### src/rtl/ternary_alu_sequencer.sv
// Request-side initiator for a registered ternary ALU: issues one operation per
// request, captures the result after ALU_LATENCY edges, optionally checks it.
`timescale 1ns/1ps

module ternary_alu_sequencer #(
    parameter int WORD_SIZE   = 9,
    parameter int ALU_LATENCY = 1,
    parameter int CNT_WIDTH   = 16
) (
    input  logic                     clock,
    input  logic                     reset,

    input  logic                     req_valid,
    output logic                     req_ready,
    input  logic [5:0]               req_opcode,
    input  logic [2*WORD_SIZE-1:0]   req_a,
    input  logic [2*WORD_SIZE-1:0]   req_b,
    input  logic [2*WORD_SIZE-1:0]   req_expected,
    input  logic                     req_check,

    output logic                     rsp_valid,
    input  logic                     rsp_ready,
    output logic [2*WORD_SIZE-1:0]   rsp_result,
    output logic                     rsp_mismatch,
    output logic                     rsp_invalid,

    output logic [5:0]               opcode,
    output logic [2*WORD_SIZE-1:0]   input1,
    output logic [2*WORD_SIZE-1:0]   input2,
    output logic                     alu_enable,
    input  logic [2*WORD_SIZE-1:0]   alu_out,

    input  logic                     clear_counts,
    output logic [CNT_WIDTH-1:0]     pass_count,
    output logic [CNT_WIDTH-1:0]     fail_count,
    output logic                     busy
);

    localparam int W      = 2 * WORD_SIZE;
    localparam int WAIT_W = (ALU_LATENCY > 1) ? $clog2(ALU_LATENCY) : 1;
    localparam logic [WAIT_W-1:0] WAIT_LOAD = WAIT_W'(ALU_LATENCY - 1);

    typedef enum logic [1:0] {
        S_IDLE,
        S_ISSUE,
        S_WAIT,
        S_RESP
    } state_e;

    state_e               state_q, state_d;
    logic [WAIT_W-1:0]    wait_cnt_q, wait_cnt_d;
    logic [5:0]           opcode_q, opcode_d;
    logic [W-1:0]         input1_q, input1_d;
    logic [W-1:0]         input2_q, input2_d;
    logic [W-1:0]         expected_q, expected_d;
    logic                 check_q, check_d;
    logic [W-1:0]         result_q, result_d;
    logic                 mismatch_q, mismatch_d;
    logic                 invalid_q, invalid_d;
    logic [CNT_WIDTH-1:0] pass_q, pass_d;
    logic [CNT_WIDTH-1:0] fail_q, fail_d;

    logic                 accept;
    logic                 capture;
    logic                 result_invalid;
    logic                 result_mismatch;

    // Ready is gated by reset so nothing is accepted before the state register is known.
    assign req_ready = (state_q == S_IDLE) && !reset;
    assign accept    = req_valid && req_ready;
    assign capture   = (state_q == S_WAIT) && (wait_cnt_q == '0);

    always_comb begin
        result_invalid = 1'b0;
        for (int i = 0; i < WORD_SIZE; i++) begin
            if (alu_out[2*i +: 2] == 2'b10) begin
                result_invalid = 1'b1;
            end
        end
    end

    assign result_mismatch = check_q && (result_invalid || (alu_out != expected_q));

    always_comb begin
        // NOTE: every variable gets its hold value first, so no path can infer a latch.
        state_d    = state_q;
        wait_cnt_d = wait_cnt_q;
        opcode_d   = opcode_q;
        input1_d   = input1_q;
        input2_d   = input2_q;
        expected_d = expected_q;
        check_d    = check_q;
        result_d   = result_q;
        mismatch_d = mismatch_q;
        invalid_d  = invalid_q;

        unique case (state_q)
            S_IDLE: begin
                if (accept) begin
                    opcode_d   = req_opcode;
                    input1_d   = req_a;
                    input2_d   = req_b;
                    expected_d = req_expected;
                    check_d    = req_check;
                    state_d    = S_ISSUE;
                end
            end
            S_ISSUE: begin
                // WAIT spans ALU_LATENCY cycles; the capture happens when the count reaches zero.
                wait_cnt_d = WAIT_LOAD;
                state_d    = S_WAIT;
            end
            S_WAIT: begin
                if (capture) begin
                    result_d   = alu_out;
                    mismatch_d = result_mismatch;
                    invalid_d  = result_invalid;
                    state_d    = S_RESP;
                end else begin
                    wait_cnt_d = wait_cnt_q - WAIT_W'(1);
                end
            end
            S_RESP: begin
                if (rsp_ready) begin
                    state_d = S_IDLE;
                end
            end
            default: state_d = S_IDLE;
        endcase
    end

    always_comb begin
        pass_d = pass_q;
        fail_d = fail_q;
        if (clear_counts) begin
            pass_d = '0;
            fail_d = '0;
        end else if (capture && check_q) begin
            if (result_mismatch) begin
                fail_d = (fail_q == '1) ? fail_q : fail_q + CNT_WIDTH'(1);
            end else begin
                pass_d = (pass_q == '1) ? pass_q : pass_q + CNT_WIDTH'(1);
            end
        end
    end

    // NOTE: state registers use non-blocking assignments so every flop samples pre-edge values.
    always_ff @(posedge clock) begin
        if (reset) begin
            state_q    <= S_IDLE;
            wait_cnt_q <= '0;
            opcode_q   <= '0;
            input1_q   <= '0;
            input2_q   <= '0;
            expected_q <= '0;
            check_q    <= 1'b0;
            result_q   <= '0;
            mismatch_q <= 1'b0;
            invalid_q  <= 1'b0;
            pass_q     <= '0;
            fail_q     <= '0;
        end else begin
            state_q    <= state_d;
            wait_cnt_q <= wait_cnt_d;
            opcode_q   <= opcode_d;
            input1_q   <= input1_d;
            input2_q   <= input2_d;
            expected_q <= expected_d;
            check_q    <= check_d;
            result_q   <= result_d;
            mismatch_q <= mismatch_d;
            invalid_q  <= invalid_d;
            pass_q     <= pass_d;
            fail_q     <= fail_d;
        end
    end

    assign alu_enable   = (state_q == S_ISSUE);
    assign rsp_valid    = (state_q == S_RESP);
    assign busy         = (state_q != S_IDLE);
    assign opcode       = opcode_q;
    assign input1       = input1_q;
    assign input2       = input2_q;
    assign rsp_result   = result_q;
    assign rsp_mismatch = mismatch_q;
    assign rsp_invalid  = invalid_q;
    assign pass_count   = pass_q;
    assign fail_count   = fail_q;

endmodule

### config.mk
export PLATFORM = sky130hd
export DESIGN_NAME = ternary_alu_sequencer
export DESIGN_NICKNAME = d
export VERILOG_FILES = /design/src/rtl/ternary_alu_sequencer.sv
export SDC_FILE = /design/constraint.sdc
export NUM_CORES = 1
export LEC_CHECK = 0
export ABC_AREA = 0
export CORE_AREA = 3 3 137 86
export CTS_CLUSTER_SIZE = 40
export DETAILED_ROUTE_END_ITERATION = 7
export DIE_AREA = 0 0 140 89
export GPL_ROUTABILITY_DRIVEN = 0
export GPL_TIMING_DRIVEN = 1
export HOLD_SLACK_MARGIN = 0.15
export PLACE_DENSITY_LB_ADDON = 0.2
export SYNTH_ARGS = -nofsm -noshare
export SYNTH_HDL_FRONTEND = slang
export SYNTH_SLANG_ARGS = --single-unit
### constraint.sdc
create_clock -name clock -period 4.6 [get_ports clock]
set_clock_uncertainty 0.2 [all_clocks]
set_input_delay 0.92 -clock clock [delete_from_list [all_inputs] [get_ports clock]]
set_output_delay 0.92 -clock clock [all_outputs]
set_load 0.005 [all_outputs]
==> results.rst <==
.. list-table::
   :header-rows: 1

   * - Metric
     - Value
   * - Result of the run
     - complete, no violations
   * - Depth of the worst register-to-register path
     - 9
   * - Min-Delay Path Class
     - flop to flop
   * - Clock Latency Late Sink
     - between 400 and 500 ps
   * - Die height
     - about 89 um
   * - VDD IR-drop max
     - 0.000297 V
   * - HPWL after detailed placement
     - approximately 11000 um
   * - Deepest clock path buffer count
     - 2
   * - Leading cell type in the layout, fill and taps excluded
     - clkdlybuf4s50_1
   * - Max Transition Viols Final
     - 0
   * - Post-synth EDFFs
     - 0
   * - All-Layer GR Usage
     - 24.9%
   * - Number of antenna violations at the first check in global routing
     - 0
   * - Number of sinks on the clock net
     - 116
   * - Ratio of cells with drive above 1 in the final layout
     - about 6.5%
   * - Main combinational cell family by area after synthesis
     - simple AND/OR/NAND/NOR gates
   * - Multiplexer fraction of the synthesized cell area
     - between 2 and 2.5%
   * - Number of iterations in the first detailed-routing pass
     - 5
   * - Nets in the synthesized netlist
     - between 700 and 800
   * - Mapped cell area
     - 0.00519 mm^2
   * - Share of synthesized cell area in and, or, nand and nor gates
     - 31.4%
   * - Number of failing hold endpoints at the final stage
     - 0
   * - Final Setup Violations
     - 0
   * - Post-route setup TNS
     - 0 ps
   * - Unrepaired setup endpoints after global routing
     - no
   * - Total number of nets in the final design
     - approximately 900
   * - Most frequent cells in the layout
     - clkdlybuf4s50_1, nand2_1, dfxtp_1
   * - Minimum clock period after layout
     - around 3200 ps
   * - Kind of critical path
     - input pin to flop
   * - Starting density of the core
     - around half
   * - Aggregate global routing overflow
     - 0
   * - Number of buffers added by the clock tree synthesis step
     - 17
   * - Fraction of synthesis flops using an asynchronous set or reset pin
     - 0%
   * - X dimension of the die
     - 140 um
   * - Number of remaining DRC errors
     - 0
   * - Sequential area share after synthesis
     - about 45%
   * - Slowest cell on the critical path
     - nor2_2
   * - Buffer and inverter count on the worst path
     - 1
   * - Clock tree from TritonCTS
     - done
   * - Slew headroom
     - 34.6%
   * - Count of max-cap constraint violations
     - 0
   * - Mean routed wirelength per cell
     - around 17 um
   * - Achievable frequency
     - between 300 and 400 MHz
   * - Data required time at the worst endpoint
     - 4690 ps
   * - Total number of vias
     - 5135
   * - Slew at the pin closest to its max-slew limit
     - between 900 and 1000 ps
   * - Antenna diodes
     - 0
   * - Cell family with most CP delay
     - simple AND/OR/NAND/NOR gates
   * - Total detailed-routing wirelength
     - approximately 16000 um
   * - Count of cells resized by post-cts repair
     - 0
   * - Fin crit share
     - between 60 and 70%
   * - Count of input and output buffers
     - 181
   * - First-iteration detailed-routing DRC count
     - roughly 400
   * - Maximum number of pins on one net before global-route repair
     - about 120
   * - Placeable core region
     - ~0.011 mm^2
   * - Synth Area in XOR/XNOR
     - around 4%
   * - CTS clk-pin slew, worst paths
     - roughly 50 ps
   * - Via count of the first global-routing pass
     - 4901
   * - Count of yosys warnings during synthesis
     - 0
   * - Placement row count
     - 29
   * - Number of instances on the worst hold path
     - 2
   * - Floorplan die area
     - about 0.012 mm^2
   * - FF+latch count, synth
     - around 120
   * - Number of setup buffers added after CTS
     - 0
   * - Cell variety after synth
     - 49
   * - Boundary Pins
     - ~180
   * - Critical path depth
     - 7
   * - Most used flip-flop cell after synthesis
     - dfxtp_1
   * - Hold slack final
     - 255 ps
   * - Critical Path Sink Type
     - flop
   * - Startpoint Class
     - input pin
   * - Global-route wire length before repair
     - ~25000 um
   * - Root Driver
     - clkbuf_16
   * - Area added between synthesis and finish
     - 48.6%
   * - Quantity of hold-fixing buffers added after cts
     - 0
   * - Leakage power summed over all cells
     - 2.79 nW
   * - Critical path, cell by cell
     - clkdlybuf4s50_1, xor2_1, nor4_2, nand4_2, nor2_2, nor4_1, mux2i_1
   * - Arrival time at the worst endpoint
     - about 3300 ps
   * - Largest fanout on the critical path
     - 17
   * - Adder-cell share of the synthesized area
     - around 1.4%
   * - Delay of the slowest cell on the worst path
     - ~560 ps
   * - Pwr dens
     - ~460 mW/mm^2
   * - Synth Area in Compound Gates
     - 12.7%
   * - Gate count after technology mapping
     - around 630
   * - Depth of the CTS H-tree
     - 4
   * - Post-synthesis area per instance
     - 8.22 um^2
   * - Drt via density
     - 5.39
   * - Routed Antenna Nets
     - 0
[worst paths after layout]
| path | start | to | slack (ps) |
|---|---|---|---|
| setup / recovery | alu_out[2] | fail_count[9]$_SDFFE_PP0P_ | 1440 |
| hold / removal | rsp_result[17]$_SDFFE_PP0P_ | rsp_result[17]$_SDFFE_PP0P_ | 250 |
| setup reg to reg | state_q[0]$_SDFFE_PP0P_ | fail_count[11]$_SDFFE_PP0P_ | 1540 |
| hold reg to reg | rsp_result[17]$_SDFFE_PP0P_ | rsp_result[17]$_SDFFE_PP0P_ | 250 |
[cell usage after synthesis, types with 3 or more instances]
library cell	number	area, um^2
nand2_1	124	465
dfxtp_1	116	2320
o21ai_0	69	345
nand2b_1	64	400
clkbuf_1	31	116
a21oi_1	29	145
nor2_1	27	101
nand4_1	19	119
xor2_1	18	158
nor4_1	15	93.8
or3_1	15	93.8
inv_1	11	41.3
mux2i_1	11	110
nand3_1	11	55.1
ha_1	6	75.1
xnor2_1	6	52.6
buf_2	5	25.0
and3_1	4	25.0
and4_1	4	35.0
nor3_1	4	20.0
a31o_2	3	26.3
nand4_2	3	37.5
[routing by layer]
layer  wire, um  vias to the layer above  share of wire [%]  track usage, %
met3       1290                       43                8.1            6.84
li1           -                     2507                  -               -
met2       7040                      240                 44            38.5
met5          0                        -                  0               0
met1       7140                     2345                 45            33.4
met4        406                        0                2.6            10.6
[power by group]
part	switching [mW]	internal, mW
registers	0.107	1.17
clock network	0.471	0.974
logic	0.396	0.428
total	0.975	2.57
[registers in the layout, summed over array words and instances (netlist names)]
signal and flops:
pass_count 16, expected_q 18, input2 18, fail_count 16, wait_cnt_q 1, rsp_mismatch 1, input1 18, rsp_result 18
opcode 6, check_q 1, state_q 2, rsp_invalid 1
[worst min-delay path: stages (launching register included)]
cell,delay [ps]
dfxtp_1,300
nand2_1,50
a21oi_1,50
[cell families after synthesis]
family / Yosys count
AND/OR/NAND/NOR: 311
AO/OA/AOI/OAI: 116
flip-flops: 116
buffers and inverters: 48
XOR/XNOR: 24
multiplexers: 11
adder cells (fa/ha/maj): 6
[layout make-up]
type	instances	area (um^2)
Clock buffer	19	443
Clock inverter	13	206
Fill cell	752	2810
Inverter	11	41.3
Multi-Input combinational cell	468	2690
Sequential cell	116	2320
Tap cell	139	174
Timing Repair Buffer	186	1840
[stage by stage]
step	std cells	cell area (um^2)	total power, mW	utilization, %	setup slack, ps
floorplan	632	5190	1.64	-	1860
global placement	920	7070	2.08	67.2	1240
detailed placement	920	7070	2.11	67.2	1170
CTS	952	7720	3.56	73.3	1530
global route	952	7720	3.70	73.3	1260
finish	952	7720	3.55	73.3	1440
Power figures use the tool's default switching activity.
